`src/rtl/control_sequencer.sv`:
```
// Micro-step sequencer for a small accumulator CPU: walks fetch steps T0/T1, then 1-3
// execute steps chosen by the opcode, and parks in HALT until reset.
module control_sequencer #(
   parameter int ADDR_W = 4
) (
   input  logic       clk,
   input  logic       reset,
   input  logic [3:0] opcode,
   input  logic       flag_zero,
   input  logic       flag_carry,
   output logic [2:0] step,
   output logic       halted,
   output logic [2:0] bus_sel,
   output logic       load_mar,
   output logic       load_ir,
   output logic       load_a,
   output logic       load_b,
   output logic       load_o,
   output logic       load_flags,
   output logic       ram_we,
   output logic       pc_inc,
   output logic       pc_load,
   output logic       alu_sub
);

   typedef enum logic [2:0] {
      FETCH_T0,
      FETCH_T1,
      EXEC_T2,
      EXEC_T3,
      EXEC_T4,
      HALT
   } state_t;

   // The operand field width belongs to the surrounding datapath; a zero width is meaningless.
   localparam logic AddrWidthOk = (ADDR_W > 0);

   localparam logic [2:0] BUS_NONE = 3'd0;
   localparam logic [2:0] BUS_PC   = 3'd1;
   localparam logic [2:0] BUS_RAM  = 3'd2;
   localparam logic [2:0] BUS_OPND = 3'd3;
   localparam logic [2:0] BUS_A    = 3'd4;
   localparam logic [2:0] BUS_ALU  = 3'd5;

   localparam logic [3:0] OP_LDA = 4'h1;
   localparam logic [3:0] OP_ADD = 4'h2;
   localparam logic [3:0] OP_SUB = 4'h3;
   localparam logic [3:0] OP_STA = 4'h4;
   localparam logic [3:0] OP_LDI = 4'h5;
   localparam logic [3:0] OP_JMP = 4'h6;
   localparam logic [3:0] OP_JC  = 4'h7;
   localparam logic [3:0] OP_JZ  = 4'h8;
   localparam logic [3:0] OP_OUT = 4'hE;
   localparam logic [3:0] OP_HLT = 4'hF;

   state_t r_state;
   state_t w_next;

   always_ff @(posedge clk or posedge reset) begin
      if (reset) r_state <= FETCH_T0;
      else       r_state <= w_next;
   end

   // Outputs are held at zero for as long as reset is high, independent of the clock,
   // so an abandoned instruction can never leak a strobe once reset rises.
   always_comb begin
      w_next     = r_state;
      step       = 3'd0;
      halted     = 1'b0;
      bus_sel    = BUS_NONE;
      load_mar   = 1'b0;
      load_ir    = 1'b0;
      load_a     = 1'b0;
      load_b     = 1'b0;
      load_o     = 1'b0;
      load_flags = 1'b0;
      ram_we     = 1'b0;
      pc_inc     = 1'b0;
      pc_load    = 1'b0;
      alu_sub    = 1'b0;
      if (!reset && AddrWidthOk) begin
         case (r_state)
            FETCH_T0: begin
               step     = 3'd0;
               bus_sel  = BUS_PC;
               load_mar = 1'b1;
               w_next   = FETCH_T1;
            end
            FETCH_T1: begin
               step    = 3'd1;
               bus_sel = BUS_RAM;
               load_ir = 1'b1;
               pc_inc  = 1'b1;
               w_next  = EXEC_T2;
            end
            EXEC_T2: begin
               step   = 3'd2;
               w_next = FETCH_T0;
               case (opcode)
                  OP_LDA, OP_ADD, OP_SUB, OP_STA: begin
                     bus_sel  = BUS_OPND;
                     load_mar = 1'b1;
                     w_next   = EXEC_T3;
                  end
                  OP_LDI: begin
                     bus_sel = BUS_OPND;
                     load_a  = 1'b1;
                  end
                  OP_JMP: begin
                     bus_sel = BUS_OPND;
                     pc_load = 1'b1;
                  end
                  OP_JC: begin
                     bus_sel = flag_carry ? BUS_OPND : BUS_NONE;
                     pc_load = flag_carry;
                  end
                  OP_JZ: begin
                     bus_sel = flag_zero ? BUS_OPND : BUS_NONE;
                     pc_load = flag_zero;
                  end
                  OP_OUT: begin
                     bus_sel = BUS_A;
                     load_o  = 1'b1;
                  end
                  OP_HLT:  w_next = HALT;
                  default: w_next = FETCH_T0;
               endcase
            end
            EXEC_T3: begin
               step   = 3'd3;
               w_next = FETCH_T0;
               case (opcode)
                  OP_LDA: begin
                     bus_sel = BUS_RAM;
                     load_a  = 1'b1;
                  end
                  OP_ADD, OP_SUB: begin
                     bus_sel = BUS_RAM;
                     load_b  = 1'b1;
                     w_next  = EXEC_T4;
                  end
                  OP_STA: begin
                     bus_sel = BUS_A;
                     ram_we  = 1'b1;
                  end
                  default: w_next = FETCH_T0;
               endcase
            end
            EXEC_T4: begin
               step   = 3'd4;
               w_next = FETCH_T0;
               if (opcode == OP_ADD || opcode == OP_SUB) begin
                  bus_sel    = BUS_ALU;
                  load_a     = 1'b1;
                  load_flags = 1'b1;
                  alu_sub    = (opcode == OP_SUB);
               end
            end
            HALT: begin
               halted = 1'b1;
               w_next = HALT;
            end
            default: w_next = FETCH_T0;
         endcase
      end
   end

endmodule

```
`config.mk`:
```
export PLATFORM = sky130hd
export DESIGN_NAME = control_sequencer
export DESIGN_NICKNAME = d
export VERILOG_FILES = /design/src/rtl/control_sequencer.sv
export SDC_FILE = /design/constraint.sdc
export NUM_CORES = 1
export LEC_CHECK = 0
export ABC_CLOCK_PERIOD_IN_PS = 1700
export BUFFER_PORTS_ARGS = -buffer_cell sky130_fd_sc_hd__buf_2
export CAP_MARGIN = 5
export CORE_AREA = 2 2 39 41
export DETAILED_ROUTE_END_ITERATION = 10
export DIE_AREA = 0 0 41 43
export HOLD_SLACK_MARGIN = 0.15
export PLACE_DENSITY = 0.71
export SLEW_MARGIN = 20
export SYNTH_ARGS = -nofsm -noshare
export SYNTH_HDL_FRONTEND = slang
export SYNTH_SLANG_ARGS = --single-unit
```
`constraint.sdc`:
```
create_clock -name clk -period 1.7 [get_ports clk]
set_input_delay 0.085 -clock clk [delete_from_list [all_inputs] [get_ports clk]]
set_output_delay 0.085 -clock clk [all_outputs]
set_load 0.02 [all_outputs]
```
==> flow_results.org, run 1 <==
** Synthesis
- Number of synthesized flops with an enable pin :: 0
- Synth unique cells :: 36
- Async set-reset flop share out of synthesis :: 1.00
- Warnings, synthesis :: 0
- Synthesized cell area :: around 550 sq um
- In the post-synthesis netlist, the biggest area contributors are sky130_fd_sc_hd__dfrtp_1, sky130_fd_sc_hd__buf_6, sky130_fd_sc_hd__a21oi_1.
- Dividing the synthesized area by the synthesized cell count gives roughly 7.0 sq um.
- For this run, the leading register cell type out of synthesis is sky130_fd_sc_hd__dfrtp_1.
- Counting every net in the synthesized netlist gives 86.
- Synth top area share :: 0.138
- Synthesis produced just under 80 cells.
- Register area share after synthesis :: 0.138
- Seq cells post-synth :: 3
- The synthesized design spends more area on one cell type than any other, namely sky130_fd_sc_hd__dfrtp_1.
- Cell types with the highest counts after synthesis :: sky130_fd_sc_hd__a21oi_1, sky130_fd_sc_hd__nand2_1

** Power
- The share of total power dissipated in the clock network is 0.137.
- Summed over all nets, the switching power comes to 434 uW.
- Power spread over the standard cell area amounts to 1250 nW/um^2.
- Maximum resistive drop on vdd :: 0.000902 V
- Leakage dissipation :: 0.325 nW
- Sw Ratio :: 0.510
- The share of total power dissipated in combinational logic is 0.627.
- Pint :: between 400 and 500 uW
- Sequential share of power :: 0.236
- Power after layout :: 851 uW

** Global routing
- The initial antenna violation count is 0.
- After global routing the overflow that remains totals 0.
- The number of global-route vias before repair came to 546.
- The first global-routing pass estimated 2170 um of wire.
- Global Route Usage Sum :: 0.169
- Maximum number of pins on one net before global-route repair :: 15

** Cells and area
- Layout cell share with drive strength beyond 1 :: 0.420
- Register containing the most flip-flops in the final layout :: r_state
- The area growth from synthesis to layout is 25.0%.
- The register with the most flip-flops in the layout has 3 of them.
- For this run, the post-layout net count is 109.
- The layout has 134 filler cells.
- 0 antenna diodes ended up in the layout.
- The finished cells cover around 680 sq um.
- Once layout is complete, the cells apart from fillers number between 100 and 150.
- The largest registers in the layout are r_state: 3 flops.
- Share of the core filled with cells in the final layout :: 0.493

** Critical path
- The critical path is of the register to output port type.
- Launching element type of the critical path :: register
- Master of the slowest instance on the critical path :: sky130_fd_sc_hd__dfrtp_2
- Sequence of cells on the critical path :: buf_4 -> or3_1 -> a21oi_1 -> buf_4
- At the worst endpoint, the required time is ~1.6 ns.
- For the worst setup path, the data arrival time is approximately 1.6 ns.
- CP Capture Type :: output port
- Counting stages on the worst path, the most repeated cell is sky130_fd_sc_hd__buf_4.
- Critical Path Fanout Max :: 11
- For this run, the slowest stage of the critical path takes 0.44 ns.

** Drt
- Number of search-and-repair iterations in the first detailed-routing pass :: 4
- In the routed layout, each cell is associated on average with a via count of ~5.6.
- After detailed routing, the average wire length per cell comes to approximately 12 um.
- For this block, the via count after detailed routing is 650.
- For this block, the routed nets add up to 1400 um of wire.
- Count of nets left with antenna violations after detail routing :: 0
- In the routed design, unresolved DRC markers number 0.
- The detailed router finished its first iteration with 17 violations.

** STA
- Number of setup violations in the final report :: 0
- Setup Total Neg Slack :: 0 ns
- Between clock sinks in the finished design, the worst skew comes to 0.00182 ns.
- Worst slack on hold paths :: ~0.27 ns
- The count of final max-slew check failures was 0.
- Count of final hold-check violations :: 0
- Of the available clock period, the critical path in the final layout requires 0.962.
- Transition time of the tightest slew-check pin :: 0.442 ns
- Fmax :: 611 MHz
- In this run the tightest slew margin relative to its limit is 0.698.
- Setup slack on the critical path of the routed design comes to between 0.06 and 0.07 ns.
- Unrepaired setup endpoints after global routing :: no
- Fin crit period :: 1.64 ns

** CTS
- Counting the buffers created by CTS gives 3.
- The clock net in this run drives a total of 3 sinks.
- Clock-pin slew was measured on the worst setup and hold paths at approximately 0.030 ns.
- At the later pin of the worst-skew pair, clock insertion delay measures 0.22 ns.
- In this run the number of H-tree levels came out at 1.
- TritonCTS built the clock tree.
- In this run the deepest clock path goes through 2 buffers.
- In this run the clock root is driven by a sky130_fd_sc_hd__clkbuf_4.

** Placement
- In this run the tool buffered the top-level ports with 24 buffer cells.
- After legalization and detailed placement, the total HPWL measured roughly 1000 um.
- Placed standard-cell area :: 619 sq um
- Post-placement cell count :: roughly 110
- Final estimated routing congestion in global placement :: around 0.84
- Dpl ws :: 0.176 ns

** Die
- Y dimension of the die :: 43 um
- For this design the top-level I/O count stands at 25.
- The floorplan step set the die width to 41 um.
- For this configuration, the core starts out at a cell density of 0.394.
- Number of placement rows :: 14
- After floorplanning, the core was sized to cover between 1000 and 1500 sq um.
- The die covers 1760 sq um.

** Run
- Number of max-cap violations :: 0

** Worst hold path
- HP Class :: input pin to register

** Outcome
- Run status :: complete, no violations
what timing repair did:
| item | CTS | global route |
|---|---|---|
| resized for setup | 2 | 6 |
| setup buffers | 0 | 2 |
| hold buffers | 1 | 0 |
| hold endpoints to repair | 3 | 0 |
| endpoints found under the setup margin | 3 | 3 |
layer usage:
layer	global-route usage	part of all wire	vias up
li1	-	-	326
met1	0.234	0.43	306
met2	0.281	0.53	18
met3	0.0157	0.044	0
met4	0.0200	0	0
met5	0	0	-
kinds of logic after synthesis:
group                  synth area share
AO/OA/AOI/OAI                     0.250
flip-flops                        0.138
XOR/XNOR                         0.0161
buffers and inverters             0.193
AND/OR/NAND/NOR                   0.404
worst max-delay path: cells and delay by family (launching register included):
kind	cells	cell delay, ns
buf+inv	2	0.35
flops	1	0.44
compound gates	1	0.15
simple gates	1	0.39
cell type report:
type	instances	area, sq um	share of cell area
clock buffers	4	26.3	0.0385
inverters	5	21.3	0.0312
multi-input cells	60	380	0.558
flip-flops and latches	3	78.8	0.116
well taps	16	20.0	0.0294
repair buffers	28	155	0.228
cells in the final DEF, fill, tap and decap left out, drive strengths merged, types with 2 or more instances in the layout:
master   n
inv      5
nor3     4
nor4     4
and3     2
a21oi    8
buf     26
nor2     4
nand3    3
nand3b   2
and2     2
dfrtp    3
nand2    8
nor4b    2
or3      3
clkbuf   5
o21ai    3
final timing paths:
check | startpoint | cells past startpoint | slack, ns | endpoint
worst min-delay path | reset | 2 | 0.27 | r_state[0]
worst max register to register | r_state[0] | 4 | 0.19 | r_state[0]
worst max-delay path | r_state[1] | 4 | 0.06 | bus_sel[2]
worst min register to register | r_state[2] | 1 | 0.67 | r_state[2]
max in group asynchronous | reset | 3 | 1.10 | r_state[1]
min in group asynchronous | reset | 3 | 0.42 | r_state[2]
power by group through the flow:
| stage | Clock, mW | Sequential (mW) | Combinational (mW) |
|---|---|---|---|
| final | 0.116 | 0.201 | 0.534 |
| after global routing | 0.127 | 0.209 | 0.581 |
| after CTS | 0.120 | 0.197 | 0.484 |
| after detailed placement | 0 | 0.193 | 0.481 |
| after global placement | 0 | 0.190 | 0.475 |
| after floorplan | 0 | 0.118 | 0.480 |
Power figures use the tool's default switching activity.
==> run 2: changes to the inputs <==
--- a/config.mk
+++ b/config.mk
@@ -7,12 +7,12 @@
 export LEC_CHECK = 0
 export ABC_CLOCK_PERIOD_IN_PS = 1700
 export BUFFER_PORTS_ARGS = -buffer_cell sky130_fd_sc_hd__buf_2
-export CAP_MARGIN = 5
 export CORE_AREA = 2 2 39 41
 export DETAILED_ROUTE_END_ITERATION = 10
 export DIE_AREA = 0 0 41 43
 export HOLD_SLACK_MARGIN = 0.15
-export PLACE_DENSITY = 0.71
+export PLACE_DENSITY = 0.81
+export SETUP_SLACK_MARGIN = 0.2
 export SLEW_MARGIN = 20
 export SYNTH_ARGS = -nofsm -noshare
 export SYNTH_HDL_FRONTEND = slang
==> run 2 against run 1 <==
Against the previous run:
- fmax decreased by 0.87%
- utilization is 12 points higher
- non-clock buffer count rose by 9
- via count increased by 14%
==> flow_results.org, run 2 (synthesized netlist as in run 1, its figures left out) <==
** Worst hold path
- Number of instances on the worst hold path :: 2 (unchanged)
- HP Class :: input pin to register (unchanged)

** STA
- Transition time of the tightest slew-check pin :: 0.340 ns (was 0.442 ns)
- The final hold violation count was 0 (unchanged).
- Post-route clock period utilization :: 0.970 (was 0.962)
- Unrepaired setup endpoints after global routing: yes (was no).
- The shortest period the worst path allows came to 1.65 ns (was 1.64 ns).
- The final worst slack came to 0.0503 ns (was 0.0646 ns).
- Number of pins with negative max-slew slack in the final report :: 0 (unchanged)
- The maximum clock rate came to 606 MHz (was 611 MHz).
- Clock Skew :: 0.00480 ns (was 0.00182 ns)
- Number of setup violations in the final report :: 0 (unchanged)
- Worst relative slew slack :: 0.774 (was 0.698)

** Global routing
- The global router's overall resource usage is 0.188 (was 0.169).
- The pin count of the biggest net entering global routing came to 15 (unchanged).
- Total gr overflow :: 0 (unchanged)
- The wire length of the first global-routing pass is 2350 um (was 2170 um).
- The number of global-route vias before repair was 564 (was 546).
- Antenna violations before repair :: 0 (unchanged)

** Die
- Die Wd :: 41 um (unchanged)
- Y dimension of the die :: 43 um (unchanged)
- Initial core utilization :: 0.394 (unchanged)
- Core Footprint :: 1380 sq um (unchanged)
- IO Pins :: 25 (unchanged)
- The placement row count was 14 (unchanged).
- The full die area is 1760 sq um (unchanged).

** Cells and area
- The flip-flop count of the largest register, all copies and words added was 3 (unchanged).
- The net count reported at finish came to 118 (was 109).
- Count of non-filler cells in the finished layout :: 125 (was 116)
- The layout cell share with drive strength beyond 1 came to 0.560 (was 0.420).
- Area growth from synthesis to layout :: 55.5% (was 25.0%)
- Number of diodes added for antenna fixing :: 0 (unchanged)
- Regs by FF count: r_state: 3 flops (unchanged).
- The most frequent standard cell in the layout excluding fill and tap cells is sky130_fd_sc_hd__buf_2 (unchanged).
- Top library cells by usage in the layout, fill and taps aside :: sky130_fd_sc_hd__buf_2, sky130_fd_sc_hd__buf_4, sky130_fd_sc_hd__nand2_1, sky130_fd_sc_hd__a21oi_1 (was sky130_fd_sc_hd__buf_2, sky130_fd_sc_hd__nand2_1, sky130_fd_sc_hd__a21oi_1, sky130_fd_sc_hd__nor3_1, sky130_fd_sc_hd__buf_4)
- Register containing the most flip-flops in the final layout :: r_state (unchanged)

** Power
- The part of the total power dissipated in combinational logic is 0.720 (was 0.627).
- The leakage power was 0.399 nW (was 0.325 nW).
- Sw Ratio :: 0.500 (was 0.510)
- Sequential share of power :: 0.163 (was 0.236)
- Maximum resistive drop on vdd :: 0.000814 V (was 0.000902 V)
- The internal power was 573 uW (was 417 uW).
- The power density over the cells came to 1350 nW/um^2 (was 1250 nW/um^2).
- The switching power summed over all nets is 573 uW (was 434 uW).
- Clk pwr share :: 0.117 (was 0.137)

** Placement
- The count of input and output buffers came to 24 (unchanged).
- The post-DP HPWL came to 1060 um (was 1030 um).
- Post-placement cell count :: 109 (unchanged)
- Dpl ws :: 0.190 ns (was 0.176 ns)
- The final estimated routing congestion in global placement is 0.819 (was 0.837).

** CTS
- The clock insertion delay at the later pin of the skew report is 0.24 ns (was 0.22 ns).
- The number of sinks on the clock net came to 3 (unchanged).
- Clock root buffer :: sky130_fd_sc_hd__clkbuf_4 (unchanged)
- The number of CTS-inserted buffers was 3 (unchanged).
- Reg clk slew, reported paths :: 0.04 ns (was 0.03 ns)
- The clock tree from TritonCTS was built (unchanged).
- The number of H-tree branching levels was 1 (unchanged).
- The number of buffers on the longest clock path came to 2 (unchanged).

** Critical path
- CP bufs+invs :: 2 (unchanged)
- The cell with the biggest individual delay on the critical path was sky130_fd_sc_hd__dfrtp_2 (unchanged).
- Sequence of cells on the critical path :: buf_4 -> xnor2_1 -> nor3_1 -> nand2_1 -> a21oi_2 -> buf_6 (was buf_4 -> or3_1 -> a21oi_1 -> buf_4)
- The start-to-end type of the worst setup path is register to output port (unchanged).
- Delay of the slowest critical-path stage :: 0.46 ns (was 0.44 ns)
- The count of cell instances traversed by the critical path is 6 (was 4).
- Launching element type of the critical path :: register (unchanged)
- The maximum fanout count along the critical path came to 8 (was 11).
- CP Capture Type :: output port (unchanged)
- Endpoint required time on the critical path :: 1.62 ns (about the same)
- The worst endpoint data arrival time is 1.56 ns (was 1.55 ns).
- Worst path top cell family by delay :: flip-flops (unchanged)
- Depth of the most critical reg-to-reg path :: 4 (unchanged)

** Drt
- First-iteration detailed-routing DRC count :: 31 (was 17)
- Count of nets left with antenna violations after detail routing :: 0 (unchanged)
- Wire length reported by the detailed router :: 1890 um (was 1400 um)
- Number of search-and-repair iterations in the first detailed-routing pass :: 5 (was 4)
- The per-cell routed wire length came to 15.1 um (was 12.1 um).
- The number of design rule violations left after detail routing is 0 (unchanged).
- The via density per instance was 5.92 (was 5.60).
- The total via count after detailed routing was 740 (was 650).

** Run
- Number of max-cap violations :: 0 (unchanged)

** Outcome
- Run status :: complete, no violations (unchanged)
[run 2: worst paths after layout]
check,startpoint,end,slack (ns)
setup / recovery,r_state[0],load_a,0.05
max in group asynchronous,reset,r_state[0],1.04
setup reg to reg,r_state[0],r_state[2],0.09
hold / removal,reset,r_state[0],0.37
hold reg to reg,r_state[0],r_state[0],0.64
min in group asynchronous,reset,r_state[1],0.47
[run 2: per-layer routing]
layer	vias up	part of all wire	GRT usage
li1	344	-	-
met1	355	0.40	0.246
met2	37	0.51	0.319
met3	4	0.064	0.0314
met4	0	0.022	0.0200
met5	-	0	0
[run 2: area by class of cell]
| cell class | count | area (sq um) |
|---|---|---|
| sequential | 3 | 78.8 |
| fill | 115 | 536 |
| timing repair buffer | 37 | 243 |
| tap | 16 | 20.0 |
| clock buffer | 4 | 26.3 |
| multi-input combinational | 60 | 459 |
| inverter | 5 | 21.3 |
[run 2: worst reg2reg max path: stages (launching register included)]
cell,delay [ns]
sky130_fd_sc_hd__dfrtp_2,0.46
sky130_fd_sc_hd__buf_4,0.17
sky130_fd_sc_hd__or4_1,0.60
sky130_fd_sc_hd__a21oi_1,0.18
sky130_fd_sc_hd__o21a_1,0.13
[run 2: stage by stage]
step	hold WS (ns)	power (mW)	utilization	TNS, ns	area, sq um
after floorplan	0.0725	0.602	-	0	564
after global placement	0.0808	0.666	0.452	0	626
after detailed placement	0.0947	0.676	0.452	0	626
after CTS	0.299	0.991	0.541	0	748
after global routing	0.382	1.20	0.613	-0.0438	848
final	0.367	1.15	0.613	0	848
[run 2: power groups by stage]
stage	clock [mW]	combinational (mW)	sequential [mW]
2_1_floorplan	0	0.484	0.118
3_3_place_gp	0	0.469	0.197
3_5_place_dp	0	0.475	0.200
4_1_cts	0.131	0.656	0.204
5_1_grt	0.139	0.873	0.189
6_report	0.134	0.826	0.187
[run 2: repair_timing]
item / in CTS / in global routing
hold buffers: 1 / 0
endpoints found under the hold margin: 3 / 0
setup endpoints to repair: 12 / 13
gates resized for setup: 15 / 16
setup buffers: 6 / 5
pin swaps: 2 / 5
